--- src/rtl/fetch_unit.sv ---
// ---------------------------------------------------------------------------
// fetch_unit
//
// Instruction-fetch stage of the pipelined ARM32 core.
//
// It holds the 7-bit program counter and drives a synchronous-read
// instruction memory. Each returned word is registered, together with its PC,
// into the fetch/decode pipeline register that feeds the decoder.
//
// The stage also handles three control cases:
//   - a downstream stall (the in-flight address is replayed so no word is lost),
//   - a branch redirect, which inserts two NOP bubbles,
//   - PC wrap-around from 7'h7F to 7'h00.
//
// Ports:
//   clk           in   1   single clock, rising edge
//   rst_n         in   1   synchronous active-low reset
//   stall_f       in   1   hold fetch stage and outputs this cycle
//   branch_valid  in   1   redirect request (beats stall)
//   branch_target in   7   redirect PC (word address)
//   imem_addr     out  7   instruction memory read address
//   imem_rdata    in  32   read data, one cycle after the address
//   pc_out        out  7   PC of instr_out (decoder pc_in)
//   instr_out     out 32   fetched instruction (decoder instr_in)
//   valid_out     out  1   1 = real instruction, 0 = bubble
//   stall_cnt     out 16   saturating stall-cycle counter
//
// Optional feature macro FETCH_STALL_CNT_EN:
//   - when defined, the stall-cycle counter is built;
//   - otherwise stall_cnt is tied to zero.
// ---------------------------------------------------------------------------
module fetch_unit #(
   parameter logic [31:0] NOP_INSTR = 32'hE1A00000
) (
   input  logic        clk,
   input  logic        rst_n,
   input  logic        stall_f,
   input  logic        branch_valid,
   input  logic [6:0]  branch_target,
   output logic [6:0]  imem_addr,
   input  logic [31:0] imem_rdata,
   output logic [6:0]  pc_out,
   output logic [31:0] instr_out,
   output logic        valid_out,
   output logic [15:0] stall_cnt
);

   // FILL: no request in flight (after reset or redirect); RUN: req_pc is live
   typedef enum logic {FILL = 1'b0, RUN = 1'b1} state_t;

   state_t      state_q, state_d;
   logic [6:0]  fetch_pc_q, fetch_pc_d;
   logic [6:0]  req_pc_q, req_pc_d;
   logic [6:0]  pc_out_q, pc_out_d;
   logic [31:0] instr_out_q, instr_out_d;
   logic        valid_out_q, valid_out_d;
   logic        req_valid;

   // Modulo-128 increment: 7'h7F wraps to 7'h00 by truncation
   function automatic logic [6:0] pc_inc(input logic [6:0] pc);
      return pc + 7'd1;
   endfunction

   assign req_valid = (state_q == RUN);

   always_comb begin
      state_d     = state_q;
      fetch_pc_d  = fetch_pc_q;
      req_pc_d    = req_pc_q;
      pc_out_d    = pc_out_q;
      instr_out_d = instr_out_q;
      valid_out_d = valid_out_q;

      // While stalled, re-present the in-flight address so that imem_rdata
      // still carries that word on the cycle the stall releases.
      imem_addr = (stall_f && !branch_valid) ? req_pc_q : fetch_pc_q;

      if (branch_valid) begin
         // Redirect squashes the in-flight request; pc_out intentionally holds
         fetch_pc_d  = branch_target;
         state_d     = FILL;
         valid_out_d = 1'b0;
         instr_out_d = NOP_INSTR;
      end else if (!stall_f) begin
         req_pc_d    = fetch_pc_q;
         state_d     = RUN;
         fetch_pc_d  = pc_inc(fetch_pc_q);
         pc_out_d    = req_pc_q;
         instr_out_d = req_valid ? imem_rdata : NOP_INSTR;
         valid_out_d = req_valid;
      end
   end

   always_ff @(posedge clk) begin
      if (!rst_n) begin
         state_q     <= FILL;
         fetch_pc_q  <= 7'd0;
         req_pc_q    <= 7'd0;
         pc_out_q    <= 7'd0;
         instr_out_q <= NOP_INSTR;
         valid_out_q <= 1'b0;
      end else begin
         state_q     <= state_d;
         fetch_pc_q  <= fetch_pc_d;
         req_pc_q    <= req_pc_d;
         pc_out_q    <= pc_out_d;
         instr_out_q <= instr_out_d;
         valid_out_q <= valid_out_d;
      end
   end

   assign pc_out    = pc_out_q;
   assign instr_out = instr_out_q;
   assign valid_out = valid_out_q;

`ifdef FETCH_STALL_CNT_EN
   logic [15:0] stall_cnt_q, stall_cnt_d;

   function automatic logic [15:0] sat_inc16(input logic [15:0] v);
      return (v == 16'hFFFF) ? v : v + 16'd1;
   endfunction

   // Only genuine stalls count; a redirect overrides the stall on that edge
   always_comb begin
      stall_cnt_d = stall_cnt_q;
      if (stall_f && !branch_valid) begin
         stall_cnt_d = sat_inc16(stall_cnt_q);
      end
   end

   always_ff @(posedge clk) begin
      if (!rst_n) begin
         stall_cnt_q <= 16'h0000;
      end else begin
         stall_cnt_q <= stall_cnt_d;
      end
   end

   assign stall_cnt = stall_cnt_q;
`else
   assign stall_cnt = 16'h0000;
`endif

endmodule

--- config.mk ---
export PLATFORM = sky130hd
export DESIGN_NAME = fetch_unit
export DESIGN_NICKNAME = d
export VERILOG_FILES = /design/src/rtl/fetch_unit.sv
export SDC_FILE = /design/constraint.sdc
export NUM_CORES = 1
export LEC_CHECK = 0
export ABC_AREA = 0
export BUFFER_PORTS_ARGS = -buffer_cell sky130_fd_sc_hd__buf_2
export CORE_UTILIZATION = 25
export CTS_BUF_LIST = sky130_fd_sc_hd__clkbuf_4 sky130_fd_sc_hd__clkbuf_8 sky130_fd_sc_hd__clkbuf_16
export DETAILED_ROUTE_END_ITERATION = 7
export GPL_ROUTABILITY_DRIVEN = 1
export GPL_TIMING_DRIVEN = 0
export SLEW_MARGIN = 20
export SYNTH_ARGS = -nofsm -noshare
export SYNTH_HDL_FRONTEND = slang
export SYNTH_SLANG_ARGS = --single-unit
--- constraint.sdc ---
create_clock -name clk -period 3.44 [get_ports clk]
set_clock_uncertainty 0.05 [all_clocks]
set_input_delay 0.172 -clock clk [delete_from_list [all_inputs] [get_ports clk]]
set_output_delay 0.172 -clock clk [all_outputs]
set_load 0.01 [all_outputs]
== Word level (Yosys, flattened, before mapping) ==
Cells that the tools add are included.
Word-level totals
  register bits after elaboration: 55
  bits of input ports: 43
  output and inout bits: 63
  word-level logic and storage cells: 19
Cells by class
  add/subtract/negate cells: 1
  equal/unequal tests: 1
  multiplexer cells: 4
  bitwise logic cells: 3
  reductions and logical operators: 4
Operators by type and width (count)
  $mux W32: 1
  $mux W7: 3
  $add A7 B1 Y7 const B: 1
  $not A1 Y1: 3
  $ne A2 B1 Y1 const B: 1
  $reduce_and A2 Y1: 1
  $reduce_or A2 Y1: 1
  $logic_and A1 B1 Y1: 1
  $logic_not A1 Y1: 1

== Logic depth before layout (Yosys ltp) ==
Gate-level depths: netlist of the first run.
  depth in word-level cells: 3
  depth in mapped cells: 6
  mapped depth without buffers: 4

== Worst setup path after synthesis of the first run ==
Ideal clock, no wire load.
  kind: flip-flop to flip-flop
  start point: register fetch_pc_q[0]
  end point: register fetch_pc_q[2]
  library setup time: 116 ps
  arrival: 1044 ps
  required time: 3274 ps
  path slack: 2230 ps
  cell stages (with the launch flop): 5
  buffers on the path: 0
  clock period less this slack: 1210 ps
  cells stage by stage: dfxtp_1 > ha_1 > nor2b_1 > xor2_1 > o211a_1
Between the ends
  cells in the longest elaborated chain, start to end: 3
Ends and longest elaborated chain
  start, declared: RTL line 52  | logic [6:0] fetch_pc_q, fetch_pc_d;
  start signal, assigned: RTL line 104  | fetch_pc_q <= fetch_pc_d;
  $add A7 B1 Y7: RTL line 61  | return pc + 7'd1;
  $mux W7: RTL line 84  | end else if (!stall_f) begin
  $mux W7: RTL line 78  | if (branch_valid) begin
Every way passes these cells. The select of a mux whose other input is x is not followed.
A chain may end at the register's enable or synchronous reset.

== Final worst setup path of the first run ==
  start point: input port stall_f
  end point: output port imem_addr[3]
Between the ends
  cells in the longest elaborated chain, start to end: 2
Ends and longest elaborated chain
  start, declared: RTL line 37  | input logic stall_f,
  $logic_and A1 B1 Y1: RTL line 76  | imem_addr = (stall_f && !branch_valid) ? req_pc_q : fetch_pc_q;
  $mux W7: RTL line 76
  end, declared: RTL line 40  | output logic [6:0] imem_addr,
Every way passes these cells.

==> impl.org, run 1 <==
** Clock tree
- Post_cts resized :: 0
- Buffers inserted to repair hold after CTS numbered 0.
- TritonCTS clock tree :: yes
- At the later pin of the worst-skew pair, clock insertion delay measures between 300 and 400 ps.
- Clock-pin slew was measured on the worst setup and hold paths at 110 ps.
- The longest clock path from root to sink contains 2 buffers.
- Setup bufs post-CTS :: 0
- The tree is rooted in a clkbuf_8.
- Number of buffers inserted during clock tree synthesis :: 5
- Clock tree synthesis found a total of 55 sinks.
- CTS built an H-tree with a depth of 2.

** Route
- Vias per cell :: between 4 and 5
- The first TritonRoute pass finished after 4 iterations.
- Dividing the detail-routed wire length by the instance count gives 11.5 um.
- Post-detailed-route count of antenna-violating nets :: 0
- Total routed wirelength :: 5350 um
- The first routing iteration left 35 violations.
- Drc violations :: 0
- Total number of vias :: 2019

** Layout
- Leaving out fill and tap cells, the most frequent cell in the layout is buf_2.
- Final antenna diode count :: 0
- Area delta synth->final :: 33.7%
- Highest-count cells in the layout ignoring fill and taps :: buf_2 (97), dfxtp_1 (55), nand2_1 (39)
- The net count of the finished layout is about 400.
- Share of post-route cells with drive strength above 1 :: approximately 37%

** Synth
- Synthesis handed over a netlist of 245 instances.
- Mean instance size in the synthesized netlist :: between 9 and 10 um2
- The synthesized netlist occupies a cell area of 2230 um2.
- After synthesis the netlist holds a flip-flop and latch count of 55.
- The share of synthesized area in the top cell type comes to 49.3%.
- Warnings from Yosys :: 0
- Number of distinct standard cells referenced by the synthesized netlist :: 36
- Sequential element share of the synthesized area :: 49.3%
- Sorting the synthesized cells by area gives the leading types as dfxtp_1 (49%), a22oi_1 (8.7%), nand2_1 (6.6%), buf_4 (5.4%), a21boi_0 (4.4%).
- Proportion of synthesized flip-flops having asynchronous set or reset :: 0%
- Counting flops with a built-in enable in the synthesized netlist gives 0.
- Prevailing post-synth register cell :: dfxtp_1
- Summed over all instances, the cell type with the most area after synthesis is dfxtp_1.

** GRT
- The number of global-route vias before repair came to 1754.
- Across every metal layer, demand over resource in global routing totals approximately an eighth.
- The number of antenna violations at the first check in global routing was 0.
- Pin count of the biggest net entering global routing :: 18
- First-pass GRT wire length :: 8610 um
- Summed over all layers, the global routing overflow is 0.

** Worst setup path
- Critical path startpoint category :: primary input
- Worst Reg-to-Reg Cells :: 5
- The worst setup path is of the in -> out kind.
- Maximum fanout count along the critical path :: 10
- Data arrives at the worst endpoint at 1230 ps.
- Register-to-register setup slack :: 2010 ps
- Origin of the worst setup path :: stall_f
- STA puts the critical path data required time at 3220 ps.
- Reg-to-reg critical path startpoint :: req_valid$_SDFFE_PP0N_
- Capturing element type of the critical path :: primary output

** Die
- The floorplan has 34 rows.
- From bottom edge to top edge, the die measures 96.5 um.
- From left edge to right edge, the die measures 96.5 um.
- Die Area :: 9310 um2
- Initial Util :: around a quarter
- The total area inside the core boundary comes to 8680 um2.
- Number of I/O pins :: 106

** Power
- Summed over all cells, the static leakage comes to approximately 1.4 nW.
- Total power draw :: 0.00126 W
- Maximum resistive drop on vdd :: approximately 0.16 mV
- In this run the power density over the cells is 420 nW/um2.

** STA
- Setup repair after global routing left no endpoint under its margin.
- Ratio of final minimum period to clock period :: 42.1%
- Final worst path period need :: 1450 ps
- Setup_tns :: 0 ps
- Static timing analysis puts the maximum clock frequency at ~690 MHz.
- Number of hold violations in the final report :: 0
- # setup viols final :: 0
- The final max-slew violation count was 0.

** Hold path
- Worst hold path cell count :: 2
- Launch point of the worst hold path :: branch_target[1]
- Worst Hold Class :: in -> reg

** Placed design
- Placer congestion estimate :: around 0.74
- The HPWL after detailed placement is 3950 um.
- Number of buffers added on ports :: 88

** Flow run
- Number of max-cap violations :: 0

** Outcome
- Result of the run :: finished clean
-- power by group --
part	internal [W]	switching, W	total [W]	leakage [nW]
clock	0.000240	0.000215	0.000455	0.0618
sequential	0.000650	0.0000134	0.000663	0.446
combinational	0.0000656	0.0000717	0.000137	0.843
-- worst max-delay path, cell delays in order --
cell and delay, ps:
buf_2 140, buf_6 150, nand2_1 250, mux2_2 380
buf_2 140
-- logic make-up after synthesis --
kind of cell | share of synthesized area (%)
buf+inv | 9.25
simple gates | 16.0
other cells | 0.168
compound gates | 19.2
mux | 3.98
fa+ha+maj | 0.560
xor+xnor | 1.57
flops | 49.3
-- cell type report --
class / instances / area, um2
clock inverters: 2 / 38.8
repair buffers: 88 / 440
multi-input cells: 171 / 981
well taps: 108 / 135
fillers: 941 / 5690
clock buffers: 6 / 82.6
inverters: 2 / 7.51
flip-flops and latches: 55 / 1100
plain buffers: 32 / 199
-- cells in the mapped netlist (2+ instances only) --
cell	count
clkbuf_1	6
nand2_1	39
a21boi_0	13
buf_2	9
dfxtp_1	55
nor2b_1	4
o21ai_0	5
inv_1	2
o22ai_1	6
nand2b_1	2
nand4b_1	2
o211a_1	2
mux2_2	7
a22oi_1	26
xor2_1	4
nor2_1	26
buf_4	16
a21oi_1	3
-- routing by layer --
layer	part of all wire (%)	routed length (um)	track usage, %
met3	5.9	317	3.05
met4	0.97	52	3.31
met1	46	2460	15.4
met5	0	0	0
met2	47	2520	19.7
-- path summary, 6_finish.rpt --
path | end
min reg2reg | pc_out[6]$_SDFFE_PN0P_
min | fetch_pc_q[1]$_SDFFE_PN0P_
max | imem_addr[3]
max reg2reg | instr_out[9]$_SDFFE_PP0N_
-- state kept, by name, indices dropped and copies added, names as in the netlist --
name        cells
valid_out       1
req_valid       1
fetch_pc_q      7
pc_out          7
req_pc_q        7
instr_out      32
-- metrics by stage --
step | cell area (um2) | cells | worst slack [ps] | hold WS, ps | util (%)
4_1_cts | 2990 | 464 | 1990 | 12.8 | 34.4
3_3_place_gp | 2860 | 456 | 1980 | 346 | 33.0
2_1_floorplan | 2290 | 260 | 2230 | 260 | -
6_report | 2990 | 464 | 1990 | 24.0 | 34.4
3_5_place_dp | 2860 | 456 | 2000 | 351 | 33.0
5_1_grt | 2990 | 464 | 1800 | 15.7 | 34.4
No activity file was read; power rests on OpenSTA's default activity.
==> inputs of run 2 (changes only) <==
Clock period 3.44 ns to 1.45 ns, I/O delays scaled along.
==> run 2 against run 1 <==
Routed wire length is 13% higher. Sequential cell count stayed put. Worst setup slack worse by 1800 ps. Utilization is 4.2 points higher. Critical endpoint is now fetch_pc_q[5]$_SDFFE_PN0P_. Largest cell class unchanged.
==> impl.org, run 2 (synthesized netlist as in run 1, its figures left out) <==
** Outcome
- The run finished with clean final reports.

** Route
- The number of search-and-repair iterations in the first detailed-routing pass was 4 (unchanged).
- The number of vias per cell after detailed routing came to 4.36 (+0.20%).
- The number of remaining DRC errors is 0 (unchanged).
- Total number of vias :: 2180 (+8.0%)
- The count of routing violations after the opening detailed-route iteration was 46 (+31%).
- The number of nets with antenna violations after routing is 0 (unchanged).
- Total routed wirelength :: 6030 um (+13%)
- The average detailed-routed wire length per instance is 12.1 um (+4.6%).

** Worst setup path
- Worst setup path class :: reg -> reg
- Broken down by cell family, the worst path's largest delay share belongs to simple AND/OR/NAND/NOR gates.
- Cell at the slowest stage of the critical path :: dfxtp_1
- The reg2reg setup slack is 150 ps (-1860 ps).
- The data arrival time of the worst path came to 1490 ps (+260 ps).
- Reg-to-reg critical path startpoint :: fetch_pc_q[2]$_SDFFE_PN0P_
- STA classifies the critical path endpoint as a flop.
- Critical path startpoint category :: flop
- Maximum fanout count along the critical path :: 7 (-3)
- Worst path bufs/invs :: 0 (-3)
- Critical path required time :: 1640 ps (-1580 ps)
- The signal on the critical path passes through nand3_1, or4_1, a31oi_1.
- Crit-path max cell delay :: 470 ps (+90 ps)
- Worst Reg-to-Reg Cells :: 3 (-2)
- R2R Path End :: fetch_pc_q[5]$_SDFFE_PN0P_

** Placed design
- Number of buffers added on ports :: 88 (unchanged)
- The final estimated routing congestion in global placement was 0.742 (unchanged).
- Detailed-placement wirelength estimate :: 3950 um (unchanged)
- The post-placement cell count was 456 (unchanged).

** Layout
- The net count reported at finish is 435 (+9.0%).
- Final Non-Filler Cells :: 500 (+7.8%)
- Area delta synth->final :: 50.1%
- The fraction of layout instances using a drive strength above 1 is 34.4% (-2.4 points).
- Leaving out fill and tap cells, the most frequent cell in the layout is buf_2.
- Final antenna diode count :: 0 (unchanged)
- In the layout the commonest cells are buf_2 (99), dfxtp_1 (53), nand2_1 (39).
- The number of inserted filler cells in the final layout was 893 (-5.1%).
- The flip-flop count of the largest register after layout came to 32 (unchanged).

** GRT
- The first-pass GRT wire length is 9590 um (+11%).
- Overflow left after global routing :: 0 (unchanged)
- The largest net degree at the start of global routing came to 18 (unchanged).
- Total routing usage reported by global routing :: 13.3% (+1.3 points)
- Number of global-route vias before repair :: 1984 (+13%)
- Antenna violations before repair :: 0 (unchanged)

** Flow run
- Number of max-cap violations :: 0 (unchanged)

** Power
- The cell internal power dissipation came to 0.00233 W (+140%).
- Power per standard cell area :: 913 nW/um2 (+120%)
- The clock power share is 35.3% (-0.9 points).
- The largest voltage drop on the vdd net came to 0.373 mV (+140%).
- Leak pwr :: 1.51 nW (+12%)
- The net switching power came to 0.000729 W (+140%).
- Switching power share of the total :: 23.8% (-0.085 points)
- Combinational fraction of design power :: 13.3% (+2.4 points)
- Part of the total power dissipated in sequential elements :: 51.4% (-1.4 points)

** Clock tree
- The clock transition at the registers of the reported paths came to 110 ps (about the same).
- The tree is rooted in a clkbuf_8.
- TritonCTS clock tree :: yes
- Number of buffers inserted during clock tree synthesis :: 5 (unchanged)
- The number of levels in the clock H-tree was 2 (unchanged).
- The number of buffers on the longest clock path came to 2 (unchanged).
- Clock sinks :: 55 (unchanged)
- Setup bufs post-CTS :: 0 (unchanged)
- The clock latency reported for the late side of the worst-skew pair was 310 ps (about the same).

** STA
- The final setup TNS came to 0 ps (unchanged).
- The final max-slew violation count was 0 (unchanged).
- RSZ-0062 raised after global routing :: false
- The count of endpoints failing hold in the final timing report came to 0 (unchanged).
- For this run, the top clock speed supported by timing is 772 MHz.
- The final setup violation count came to 0 (unchanged).
- Subtracting the final worst setup slack from the clock period gives 1300 ps.
- Dividing the final minimum period by the clock period gives 89.4%.

** Hold path
- Worst hold path cell count :: 3 (+1)
- Worst Hold Class :: in -> reg
- The path with the worst hold slack has its endpoint at fetch_pc_q[6]$_SDFFE_PN0P_.
- The worst hold path begins at branch_target[6].

** Die
- Die Area :: 9310 um2 (unchanged)
- The row count was 34 (unchanged).
- Vertical die dimension :: 96.5 um (unchanged)
- Initial Util :: 25.7% (unchanged)
- Placeable core region :: 8680 um2 (unchanged)
- Overall die width :: 96.5 um (unchanged)
- The number of top-level pins was 106 (unchanged).
## run 2: how the worst max path moves through the flow
stage                                     from                          to  slack [ps]  cells past startpoint
floorplan           fetch_pc_q[0]$_SDFFE_PN0P_  fetch_pc_q[2]$_SDFFE_PN0P_         240                      4
finish              fetch_pc_q[2]$_SDFFE_PN0P_  fetch_pc_q[5]$_SDFFE_PN0P_         150                      3
global placement        req_valid$_SDFFE_PP0N_   instr_out[9]$_SDFFE_PP0N_          40                      5
CTS                     req_valid$_SDFFE_PP0N_  instr_out[22]$_SDFFE_PP0N_          10                      5
global route            req_valid$_SDFFE_PP0N_  instr_out[22]$_SDFFE_PP0N_           3                      5
detailed placement      req_valid$_SDFFE_PP0N_   instr_out[8]$_SDFFE_PP0N_          10                      5
## run 2: power by group through the flow
stage | registers (W) | logic [W] | clock network (W)
finish | 0.00157 | 0.000407 | 0.00108
CTS | 0.00157 | 0.000405 | 0.00113
floorplan | 0.00160 | 0.000204 | 0
detailed placement | 0.00161 | 0.000329 | 0
global placement | 0.00161 | 0.000326 | 0
global route | 0.00158 | 0.000457 | 0.00119
## run 2: what timing repair did
action / 4_1_cts / 5_1_grt
hold buffers: 36 / 0
gates resized for setup: 1 / 6
hold endpoints to repair: 36 / 0
setup endpoints to repair: 2 / 13
## run 2: cell type report
class	count	area (um2)	share of cell area, %
flip-flops and latches	55	1100	32.9
multi-input cells	171	981	29.3
repair buffers	124	801	23.9
plain buffers	32	201	6.01
well taps	108	135	4.03
clock buffers	6	82.6	2.46
clock inverters	2	38.8	1.16
inverters	2	7.51	0.224
## run 2: through the flow
stage          area [um2]  setup WS [ps]  hold WS, ps  util [%]  total power, W
2_1_floorplan        2290            240          160         -         0.00181
3_3_place_gp         2860           36.0          246      33.0         0.00193
3_5_place_dp         2860           15.0          252      33.0         0.00194
4_1_cts              3350           13.3         7.14      38.6         0.00311
5_1_grt              3350           3.46         26.4      38.6         0.00323
6_report             3350            154         17.0      38.6         0.00306
## run 2: metal layers
metal,up-vias,part of all wire (%),GRT usage [%]
met5,-,0,0
met4,0,1.4,4.29
met3,12,5.9,3.29
met2,74,50,22.5
met1,990,43,16.4
li1,1104,-,-
## run 2: worst register-to-register path, stage by stage (launching register included)
cell	delay, ps
dfxtp_1	470
nand3_1	120
or4_1	410
a31oi_1	180
